--- config.mk ---
export PLATFORM = sky130hd
export DESIGN_NAME = hsem_regfile_flat
export DESIGN_NICKNAME = d
export VERILOG_FILES = /design/src/rtl/hsem_regfile_if.sv /design/src/rtl/hsem_regfile.sv /design/src/flat_wrapper.sv
export SDC_FILE = /design/constraint.sdc
export NUM_CORES = 1
export LEC_CHECK = 0
export ABC_AREA = 0
export ABC_CLOCK_PERIOD_IN_PS = 3500
export CAP_MARGIN = 20
export CORE_ASPECT_RATIO = 0.8
export CORE_MARGIN = 1
export CORE_UTILIZATION = 41
export CTS_CLUSTER_SIZE = 14
export DETAILED_ROUTE_END_ITERATION = 10
export PLACE_DENSITY_LB_ADDON = 0.25
export SLEW_MARGIN = 40
export SYNTH_ARGS = -nofsm -noshare
export SYNTH_HDL_FRONTEND = slang
export SYNTH_SLANG_ARGS = --single-unit
--- constraint.sdc ---
create_clock -name hclk -period 3.5 [get_ports hclk]
set_input_delay 0.7 -clock hclk [delete_from_list [all_inputs] [get_ports hclk]]
set_output_delay 0.7 -clock hclk [all_outputs]
set_load 0.01 [all_outputs]
--- src/rtl/hsem_regfile_if.sv ---
// BIU-side register access bus for the semaphore register file.
// The BIU drives the strobes, address, data and master ID; the register file returns read data.
interface hsem_regfile_if;
    logic        wr_en;
    logic        rd_en;
    logic [7:0]  reg_addr;
    logic [31:0] ihwdata;
    logic [3:0]  master_id;
    logic [31:0] ihrdata;

    modport master (output wr_en, rd_en, reg_addr, ihwdata, master_id, input ihrdata);
    modport slave  (input wr_en, rd_en, reg_addr, ihwdata, master_id, output ihrdata);
endinterface

--- src/rtl/hsem_regfile.sv ---
// Hardware semaphore register file: two-step and one-step locking, keyed per-core clear-all
// and a maskable unlock interrupt. Each semaphore is a hsem_cell.
module hsem_cell (
    input  logic        hclk,
    input  logic        hresetn,
    input  logic        sel_wr_i,
    input  logic        sel_rl_i,
    input  logic        clr_i,
    input  logic        lock_bit_i,
    input  logic [7:0]  proc_i,
    input  logic [3:0]  master_id_i,
    input  logic [3:0]  clr_core_i,
    output logic [31:0] sem_o,
    output logic        unlock_o
);
    typedef struct packed {
        logic       lock;
        logic [3:0] core;
        logic [7:0] proc;
    } sem_t;

    sem_t sem_q, sem_d;
    logic owner_match;

    assign owner_match = sem_q.lock && (sem_q.core == master_id_i) && (sem_q.proc == proc_i);

    always_comb begin
        sem_d    = sem_q;
        unlock_o = 1'b0;
        if (sel_wr_i) begin
            // A lock attempt on a held semaphore is ignored even for the current owner.
            if (lock_bit_i) begin
                if (!sem_q.lock) sem_d = '{lock: 1'b1, core: master_id_i, proc: proc_i};
            end else if (owner_match) begin
                sem_d    = '0;
                unlock_o = 1'b1;
            end
        end
        if (sel_rl_i && !sem_q.lock) sem_d = '{lock: 1'b1, core: master_id_i, proc: 8'h00};
        if (clr_i && sem_q.lock && (sem_q.core == clr_core_i)) begin
            sem_d    = '0;
            unlock_o = 1'b1;
        end
    end

    always_ff @(posedge hclk or negedge hresetn) begin
        if (!hresetn) sem_q <= '0;
        else          sem_q <= sem_d;
    end

    assign sem_o = {sem_q.lock, 19'b0, sem_q.core, sem_q.proc};
endmodule

module hsem_regfile #(
    parameter int          NUM_SEM = 16,
    parameter logic [15:0] CLR_KEY = 16'hA5A5
) (
    input  logic           hclk,
    input  logic           hresetn,
    hsem_regfile_if.slave  bus,
    output logic           irq
);
    localparam logic [5:0] A_IER  = 6'h20;
    localparam logic [5:0] A_ICR  = 6'h21;
    localparam logic [5:0] A_ISR  = 6'h22;
    localparam logic [5:0] A_MISR = 6'h23;
    localparam logic [5:0] A_CR   = 6'h24;
    localparam logic [5:0] A_KEYR = 6'h25;

    logic [5:0]              word;
    logic [3:0]              idx;
    logic                    idx_ok, in_r, in_rlr, cr_fire;
    logic [15:0][31:0]       sem_w;
    logic [NUM_SEM-1:0]      unlock_w;
    logic [NUM_SEM-1:0]      ier_q, ier_d, isr_q, isr_d;
    logic [15:0]             keyr_q, keyr_d;
    logic                    irq_q;
    logic [31:0]             rdata;
    logic                    unused_addr;

    assign word        = bus.reg_addr[7:2];
    assign idx         = word[3:0];
    assign idx_ok      = {1'b0, idx} < 5'(NUM_SEM);
    assign in_r        = (word[5:4] == 2'b00) && idx_ok;
    assign in_rlr      = (word[5:4] == 2'b01) && idx_ok;
    assign unused_addr = ^bus.reg_addr[1:0];

    assign cr_fire = bus.wr_en && (word == A_CR) && (bus.ihwdata[31:16] == keyr_q) && (keyr_q == CLR_KEY);

    // Slots above NUM_SEM read as zero words so the read mux can index all 16 positions.
    for (genvar i = 0; i < 16; i++) begin : g_sem
        if (i < NUM_SEM) begin : g_cell
            hsem_cell u_cell (
                .hclk        (hclk),
                .hresetn     (hresetn),
                .sel_wr_i    (bus.wr_en && in_r && (idx == 4'(i))),
                .sel_rl_i    (bus.rd_en && in_rlr && (idx == 4'(i))),
                .clr_i       (cr_fire),
                .lock_bit_i  (bus.ihwdata[31]),
                .proc_i      (bus.ihwdata[7:0]),
                .master_id_i (bus.master_id),
                .clr_core_i  (bus.ihwdata[11:8]),
                .sem_o       (sem_w[i]),
                .unlock_o    (unlock_w[i])
            );
        end else begin : g_pad
            assign sem_w[i] = '0;
        end
    end

    always_comb begin
        ier_d  = ier_q;
        isr_d  = isr_q;
        keyr_d = keyr_q;
        if (bus.wr_en) begin
            if (word == A_IER)  ier_d  = bus.ihwdata[NUM_SEM-1:0];
            if (word == A_ICR)  isr_d  = isr_q & ~bus.ihwdata[NUM_SEM-1:0];
            if (word == A_KEYR) keyr_d = bus.ihwdata[31:16];
        end
        isr_d = isr_d | unlock_w;
    end

    // irq follows the registered ISR/IER, so it lags their update by one cycle.
    always_ff @(posedge hclk or negedge hresetn) begin
        if (!hresetn) begin
            ier_q  <= '0;
            isr_q  <= '0;
            keyr_q <= '0;
            irq_q  <= 1'b0;
        end else begin
            ier_q  <= ier_d;
            isr_q  <= isr_d;
            keyr_q <= keyr_d;
            irq_q  <= |(isr_q & ier_q);
        end
    end

    always_comb begin
        rdata = '0;
        if (bus.rd_en) begin
            if (in_r) begin
                rdata = sem_w[idx];
            end else if (in_rlr) begin
                rdata = sem_w[idx][31] ? sem_w[idx] : {1'b1, 19'b0, bus.master_id, 8'h00};
            end else begin
                case (word)
                    A_IER:   rdata = 32'(ier_q);
                    A_ISR:   rdata = 32'(isr_q);
                    A_MISR:  rdata = 32'(isr_q & ier_q);
                    A_KEYR:  rdata = {keyr_q, 16'h0000};
                    default: rdata = '0;
                endcase
            end
        end
    end

    assign bus.ihrdata = rdata;
    assign irq         = irq_q;
endmodule

--- src/flat_wrapper.sv ---
// flat-port wrapper written by rule: the top's interface ports become plain ports
module hsem_regfile_flat 
#(
    parameter int          NUM_SEM = 16,
    parameter logic [15:0] CLR_KEY = 16'hA5A5
)
  (hclk, hresetn, irq, bus_wr_en, bus_rd_en, bus_reg_addr, bus_ihwdata, bus_master_id, bus_ihrdata);
  hsem_regfile_if bus_i ();
  input  logic hclk;
  input  logic hresetn;
  output logic irq;
  input wire logic [$bits(bus_i.wr_en)-1:0] bus_wr_en;
  input wire logic [$bits(bus_i.rd_en)-1:0] bus_rd_en;
  input wire logic [$bits(bus_i.reg_addr)-1:0] bus_reg_addr;
  input wire logic [$bits(bus_i.ihwdata)-1:0] bus_ihwdata;
  input wire logic [$bits(bus_i.master_id)-1:0] bus_master_id;
  output wire logic [$bits(bus_i.ihrdata)-1:0] bus_ihrdata;
  assign bus_i.wr_en = bus_wr_en;
  assign bus_i.rd_en = bus_rd_en;
  assign bus_i.reg_addr = bus_reg_addr;
  assign bus_i.ihwdata = bus_ihwdata;
  assign bus_i.master_id = bus_master_id;
  assign bus_ihrdata = bus_i.ihrdata;
  hsem_regfile #(.NUM_SEM(NUM_SEM), .CLR_KEY(CLR_KEY)) u_core (.hclk(hclk), .hresetn(hresetn), .bus(bus_i), .irq(irq));
endmodule
==> flow_summary.toml, run 1 <==
[status]
status = "complete, no violations"

[timing]
tightest_slew_ns = 0.777
finalSetupTns_ns = 0
period_share_pct = 98.5
finalCriticalPeriod_ns = 3.45
max_freq_mhz = 290
setup_viol = 0
fin_ws_ns = 0.0542
rsz0062_at_grt = "true"
hold_violations = 0
finClkSkew_ns = 0.0256
hold_slack_ns = 0.0847
drv_slew = 0
relSlewSlack_pct = 47.7

[global_route]
grt_pass1_vias = 14808
grt_max_degree = 79
antenna_found_initial = 0
grt_overflow = 0
grt_pass1_wl_um = 99900
grt_use_total_pct = 31.0

[worst_setup_path]
max_stage_delay_ns = 0.60
critPathArrivalTime_ns = 2.75
crit_type = "in -> out"
r2r_cells = 7
cp-endpoint = "bus_ihrdata[6]"
critPathMaxFanout = 17
reg2reg_from = "u_core.keyr_q[4]"
startpoint_type = "primary input"
end_kind = "primary output"
crit_chain = "buf_4, buf_8, buf_12, mux4_2, mux4_2, inv_1, o21ai_0, dlygate4sd2_1"
required_ns = 2.80
r2r_setup_slack_ns = 0.73
worstSetupStartpoint = "bus_reg_addr[3]"
r2r-end = "u_core.g_sem[11].g_cell.u_cell.sem_o[10]"
path_common_cell = "mux4_2"
cp_slowest_cell = "mux4_2"

[clock_tree]
numCtsBuffers = 30
cts_sinks = 257
htree_levels = 1
cts_root_buf = "clkbuf_16"
cts_tree = "yes"
clk_latency_ns = 0.60
cts_buffer_depth = 3
path_clk_slew_ns = 0.06
hold_buffers = 0

[final_layout]
final_cell_mix = "dfrtp_1, nor2_1, buf_4"
syn2layout_area_growth_pct = 23.5
utilization_pct = 51.3
n_fill_cell = 3811
drive_above_1_share_pct = 21.8
fin_cells = 2549
nNetsFinal = 2024
multiInputGateArea_sq_um = 10300
mostFrequentLayoutCell = "dfrtp_1"
diodes = 0
regArea_sq_um = 6430

[detailed_routing]
drc = 0
routed_via_density = 6.11
vias = 15565
top_layer = "met4"
m1WireLength_um = 30000
firstDrtPassIters = 5
routed_wl_um = 67300
detail-route-antenna-nets = 0
wl_per_cell_um = 26.4
wl_met2_um = 27900
dr.first_iter.drc_count = 1870
dr_wl_met3_um = 7410

[die]
initial_utilization_pct = 41.5
num_rows = 67
die_area_sq_um = 43300
die_h_um = 186
die_w_um = 232
ioPinCount = 81
core_sq_um = 41900

[place]
pre_cts_ws_ns = -0.371
dp.cells = 2490
port_buffers = 78
place_hpwl_um = 50700
gp_congestion = 1.01

[power]
p_leak_nw = 9.37
peakVddDrop_mv = 0.399
power_density_nw_per_um2 = 411

[logic_synthesis]
syn_area_per_cell_sq_um = 9.79
synth_flop_cell = "dfrtp_1"
ys_async_sr_fraction_pct = 100
synthesis.area_sq_um = 17400
synth_edf_count = 0
syn_nets = 1826
synth.distinct_cells = 74
yosysWarningCount = 0
synth_seq_cells = 257
ys_seq_area_share_pct = 36.9
synth_cells = 1778

[hold_path]
hp-class = "in -> async"

[job]
drv_cap = 0
==> worst min path at each step <==
stage                                                   endpoint  slack, ns  cells after the start
after floorplan           u_core.g_sem[0].g_cell.u_cell.sem_o[0]       0.40                      0
after global placement    u_core.g_sem[4].g_cell.u_cell.sem_o[2]       0.51                      1
after detailed placement  u_core.g_sem[4].g_cell.u_cell.sem_o[2]       0.53                      1
after CTS                 u_core.g_sem[6].g_cell.u_cell.sem_o[9]       0.10                      1
after global routing      u_core.g_sem[6].g_cell.u_cell.sem_o[9]       0.12                      1
final                     u_core.g_sem[6].g_cell.u_cell.sem_o[9]       0.08                      1
==> sequential cells by signal, summed over array words and instances (netlist names) <==
signal / cells
u_core.ier_q: 16
u_core.isr_q: 16
u_core.keyr_q: 16
u_core.g_sem.g_cell.u_cell.sem_o: 208
u_core.irq: 1
==> worst max-delay path: cells and delay by family <==
family / cells / cell delay [ns]
multiplexers: 2 / 0.96
buffers and inverters: 5 / 0.98
AO/OA/AOI/OAI: 1 / 0.10
==> cell type report <==
| type | count | area share [%] |
|---|---|---|
| clock buffers | 45 | 4.13 |
| clock inverters | 8 | 0.675 |
| inverters | 20 | 0.349 |
| multi-input cells | 1354 | 48.0 |
| flip-flops and latches | 257 | 29.9 |
| well taps | 552 | 3.21 |
| repair buffers | 313 | 13.8 |
==> cell usage after synthesis (all sizes together) (7+ instances only) <==
| cell | count | share of area [%] |
|---|---|---|
| a211o | 8 | 0.40 |
| a21o | 16 | 0.69 |
| a21oi | 61 | 1.8 |
| a221oi | 8 | 0.51 |
| a22o | 47 | 2.4 |
| a22oi | 10 | 0.49 |
| a31oi | 17 | 0.61 |
| a32o | 12 | 0.69 |
| and2 | 25 | 0.90 |
| buf | 78 | 2.4 |
| clkbuf | 69 | 1.5 |
| dfrtp | 257 | 37 |
| inv | 20 | 0.43 |
| mux2 | 34 | 2.2 |
| mux2i | 85 | 4.9 |
| mux4 | 62 | 8.0 |
| nand2 | 113 | 2.4 |
| nand2b | 28 | 1.0 |
| nand3 | 35 | 1.0 |
| nand3b | 11 | 0.47 |
| nand4 | 40 | 1.4 |
| nor2 | 216 | 4.8 |
| nor2b | 10 | 0.36 |
| nor3 | 43 | 1.4 |
| nor4 | 60 | 2.4 |
| nor4bb | 7 | 0.40 |
| o211ai | 15 | 0.65 |
| o21ai | 36 | 1.1 |
| o2bb2ai | 16 | 0.80 |
| or4 | 7 | 0.30 |
| xnor2 | 99 | 5.0 |
| xor2 | 169 | 8.5 |
==> metal layers <==
metal / vias to the layer above / GRT usage [%]
met4: 0 / 9.29
met3: 116 / 7.47
met5: - / 0
li1: 6785 / -
met1: 7779 / 47.5
met2: 885 / 42.7
==> cells by family after synthesis <==
kind of cell	Yosys count	share of synthesized area, %
buf+inv	167	4.30
flops	257	36.9
mux	181	15.1
compound gates	276	11.4
xor+xnor	268	13.5
simple gates	629	18.8
==> power breakdown <==
group          internal [mW]  switching, mW  leakage [nW]  total (mW)
Combinational          0.869           1.01          5.47        1.87
Sequential              3.26          0.402          3.40        3.66
Clock                   1.96           1.35         0.497        3.31
==> timing repair <==
action | CTS | global route
endpoints found under the setup margin | 16 | 28
gates cloned | 1 | 1
setup buffers | 1 | 3
gates resized for setup | 31 | 27
pin swaps | 1 | 2
==> through the flow <==
stage / instance area (sq um) / total power [mW]
floorplan: 17400 / 4.66
global placement: 20300 / 5.47
detailed placement: 20300 / 5.50
CTS: 21400 / 8.83
global route: 21500 / 9.16
finish: 21500 / 8.85
No activity file was read; power rests on OpenSTA's default activity.
==> run 2, diff against run 1 <==
- CORE_ASPECT_RATIO: 0.8 -> 0.5
- CTS_CLUSTER_SIZE: 14 -> 12
- RECOVER_POWER: unset -> 25
==> run 2 against run 1 <==
  * The run now ends with negative setup slack left
  * Critical path type unchanged
  * Final cell count rose by 1.3%
  * Clock skew fell by 0.011 ns
  * Largest power group unchanged
  * Critical endpoint unchanged
  * Sequential share of layout area barely moved
  * Hold slack improved by 0.42 ns
==> flow_summary.toml, run 2 (synthesis gave the netlist of run 1 again) <==
[status]
status = "finished with violations"
failed_checks = "negative setup slack"

[final_layout]
syn2layout_area_growth_pct = 23.3
final_cell_mix = "dfrtp_1, buf_4, nor2_1"
mostFrequentLayoutCell = "dfrtp_1"
largest_reg_flops = 208
n_fill_cell = 3722
final_cell_area_sq_um = 21500
drive_above_1_share_pct = 22.3
utilization_pct = 52.2
nNetsFinal = 2042

[clock_tree]
cts_root_buf = "clkbuf_16"
cts_tree = "yes"
clk_latency_ns = 0.58
numCtsBuffers = 28
htree_levels = 1
path_clk_slew_ns = 0.06
cts_sinks = 257
cts_buffer_depth = 3

[timing]
drv_slew = 0
period_share_pct = 100
hold_violations = 0
max_freq_mhz = 285
finalCriticalPeriod_ns = 3.51
finClkSkew_ns = 0.0141
tightest_slew_ns = 1.25
rsz0062_at_grt = "false"
fin_ws_ns = -0.00640
setup_viol = 1
relSlewSlack_pct = 17.0

[global_route]
antenna_found_initial = 6
grt_pass1_vias = 15095
grt_pass1_wl_um = 100000
grt_overflow = 0
grt_max_degree = 89
grt_use_total_pct = 31.2

[detailed_routing]
routed_via_density = 6.15
firstDrtPassIters = 5
drc = 0
detail-route-antenna-nets = 0
dr.first_iter.drc_count = 1972
routed_wl_um = 67800
vias = 15882
wl_per_cell_um = 26.3

[worst_setup_path]
critPathMaxFanout = 10
reg2reg_from = "u_core.keyr_q[4]"
end_kind = "primary output"
crit_type = "in -> out"
worstSetupStartpoint = "bus_reg_addr[2]"
startpoint_type = "primary input"
required_ns = 2.80
critPathArrivalTime_ns = 2.81

[place]
place_area_sq_um = 20400
place_hpwl_um = 50500
gp_congestion = 1.00
port_buffers = 78

[job]
drv_cap = 0

[die]
die_area_sq_um = 43400
die_h_um = 148
core_sq_um = 41100
ioPinCount = 81
die_w_um = 293
initial_utilization_pct = 42.4
num_rows = 52

[hold_path]
hp-class = "reg -> reg"
hold_start = "u_core.isr_q[6]"

[power]
p_leak_nw = 9.33
peakVddDrop_mv = 0.322
power_density_nw_per_um2 = 393
-- run 2: area by class of cell --
class / count / area, sq um / area share [%]
Multi-Input combinational cell: 1354 / 10300 / 48.0
Sequential cell: 257 / 6430 / 29.9
Timing Repair Buffer: 333 / 3080 / 14.3
Clock buffer: 41 / 821 / 3.82
Tap cell: 567 / 709 / 3.30
Inverter: 20 / 75.1 / 0.350
Clock inverter: 6 / 38.8 / 0.181
Antenna cell: 3 / 7.51 / 0.0350
-- run 2: path summary, 6_finish.rpt --
kind / endpoint / slack [ns] / cells after the start
max: bus_ihrdata[6] / -0.006 / 8
min: u_core.isr_q[6] / 0.50 / 2
max reg2reg: u_core.isr_q[14] / 0.90 / 8
min reg2reg: u_core.isr_q[6] / 0.50 / 2
max in group asynchronous: u_core.irq / 0.44 / 4
min in group asynchronous: u_core.g_sem[8].g_cell.u_cell.sem_o[7] / 0.92 / 2
-- run 2: power breakdown --
| group | internal (mW) | total [mW] | leakage, nW | switching, mW |
|---|---|---|---|---|
| clock | 1.61 | 2.90 | 0.423 | 1.29 |
| sequential | 3.26 | 3.67 | 3.40 | 0.415 |
| combinational | 0.875 | 1.87 | 5.51 | 0.995 |
-- run 2: timing repair --
item | in CTS | in global routing
hold buffers | 0 | 1
gates cloned | 2 | 2
pin swaps | 2 | 2
setup endpoints to repair | 32 | 16
setup buffers | 9 | 0
resized for setup | 39 | 14
endpoints found under the hold margin | 0 | 19
-- run 2: per-layer routing --
layer  vias to the layer above  part of all wire, %  track usage (%)
met5                         -                0.019                0
met4                         2                  4.0             10.7
met2                      1054                   41             44.7
li1                       6821                    -                -
met1                      7807                   41             43.6
met3                       198                   13             10.8
-- run 2: metrics by stage --
stage	TNS, ns	power (mW)	hold slack (ns)	worst slack [ns]	cells
5_1_grt	0	8.73	0.523	0.00967	2578
2_1_floorplan	0	4.66	0.404	0.0320	1778
6_report	-0.00640	8.44	0.502	-0.00640	2581
3_3_place_gp	-16.97	5.45	0.478	-0.482	2516
3_5_place_dp	-16.86	5.49	0.487	-0.463	2516
4_1_cts	0	8.40	0.180	0.00207	2574
-- run 2: critical path, cell delays in order --
cell and delay (ns):
buf_8 0.15, buf_12 0.17, buf_4 0.14, mux4_2 0.57
mux4_2 0.54, inv_1 0.08, o21ai_0 0.11, dlygate4sd2_1 0.31
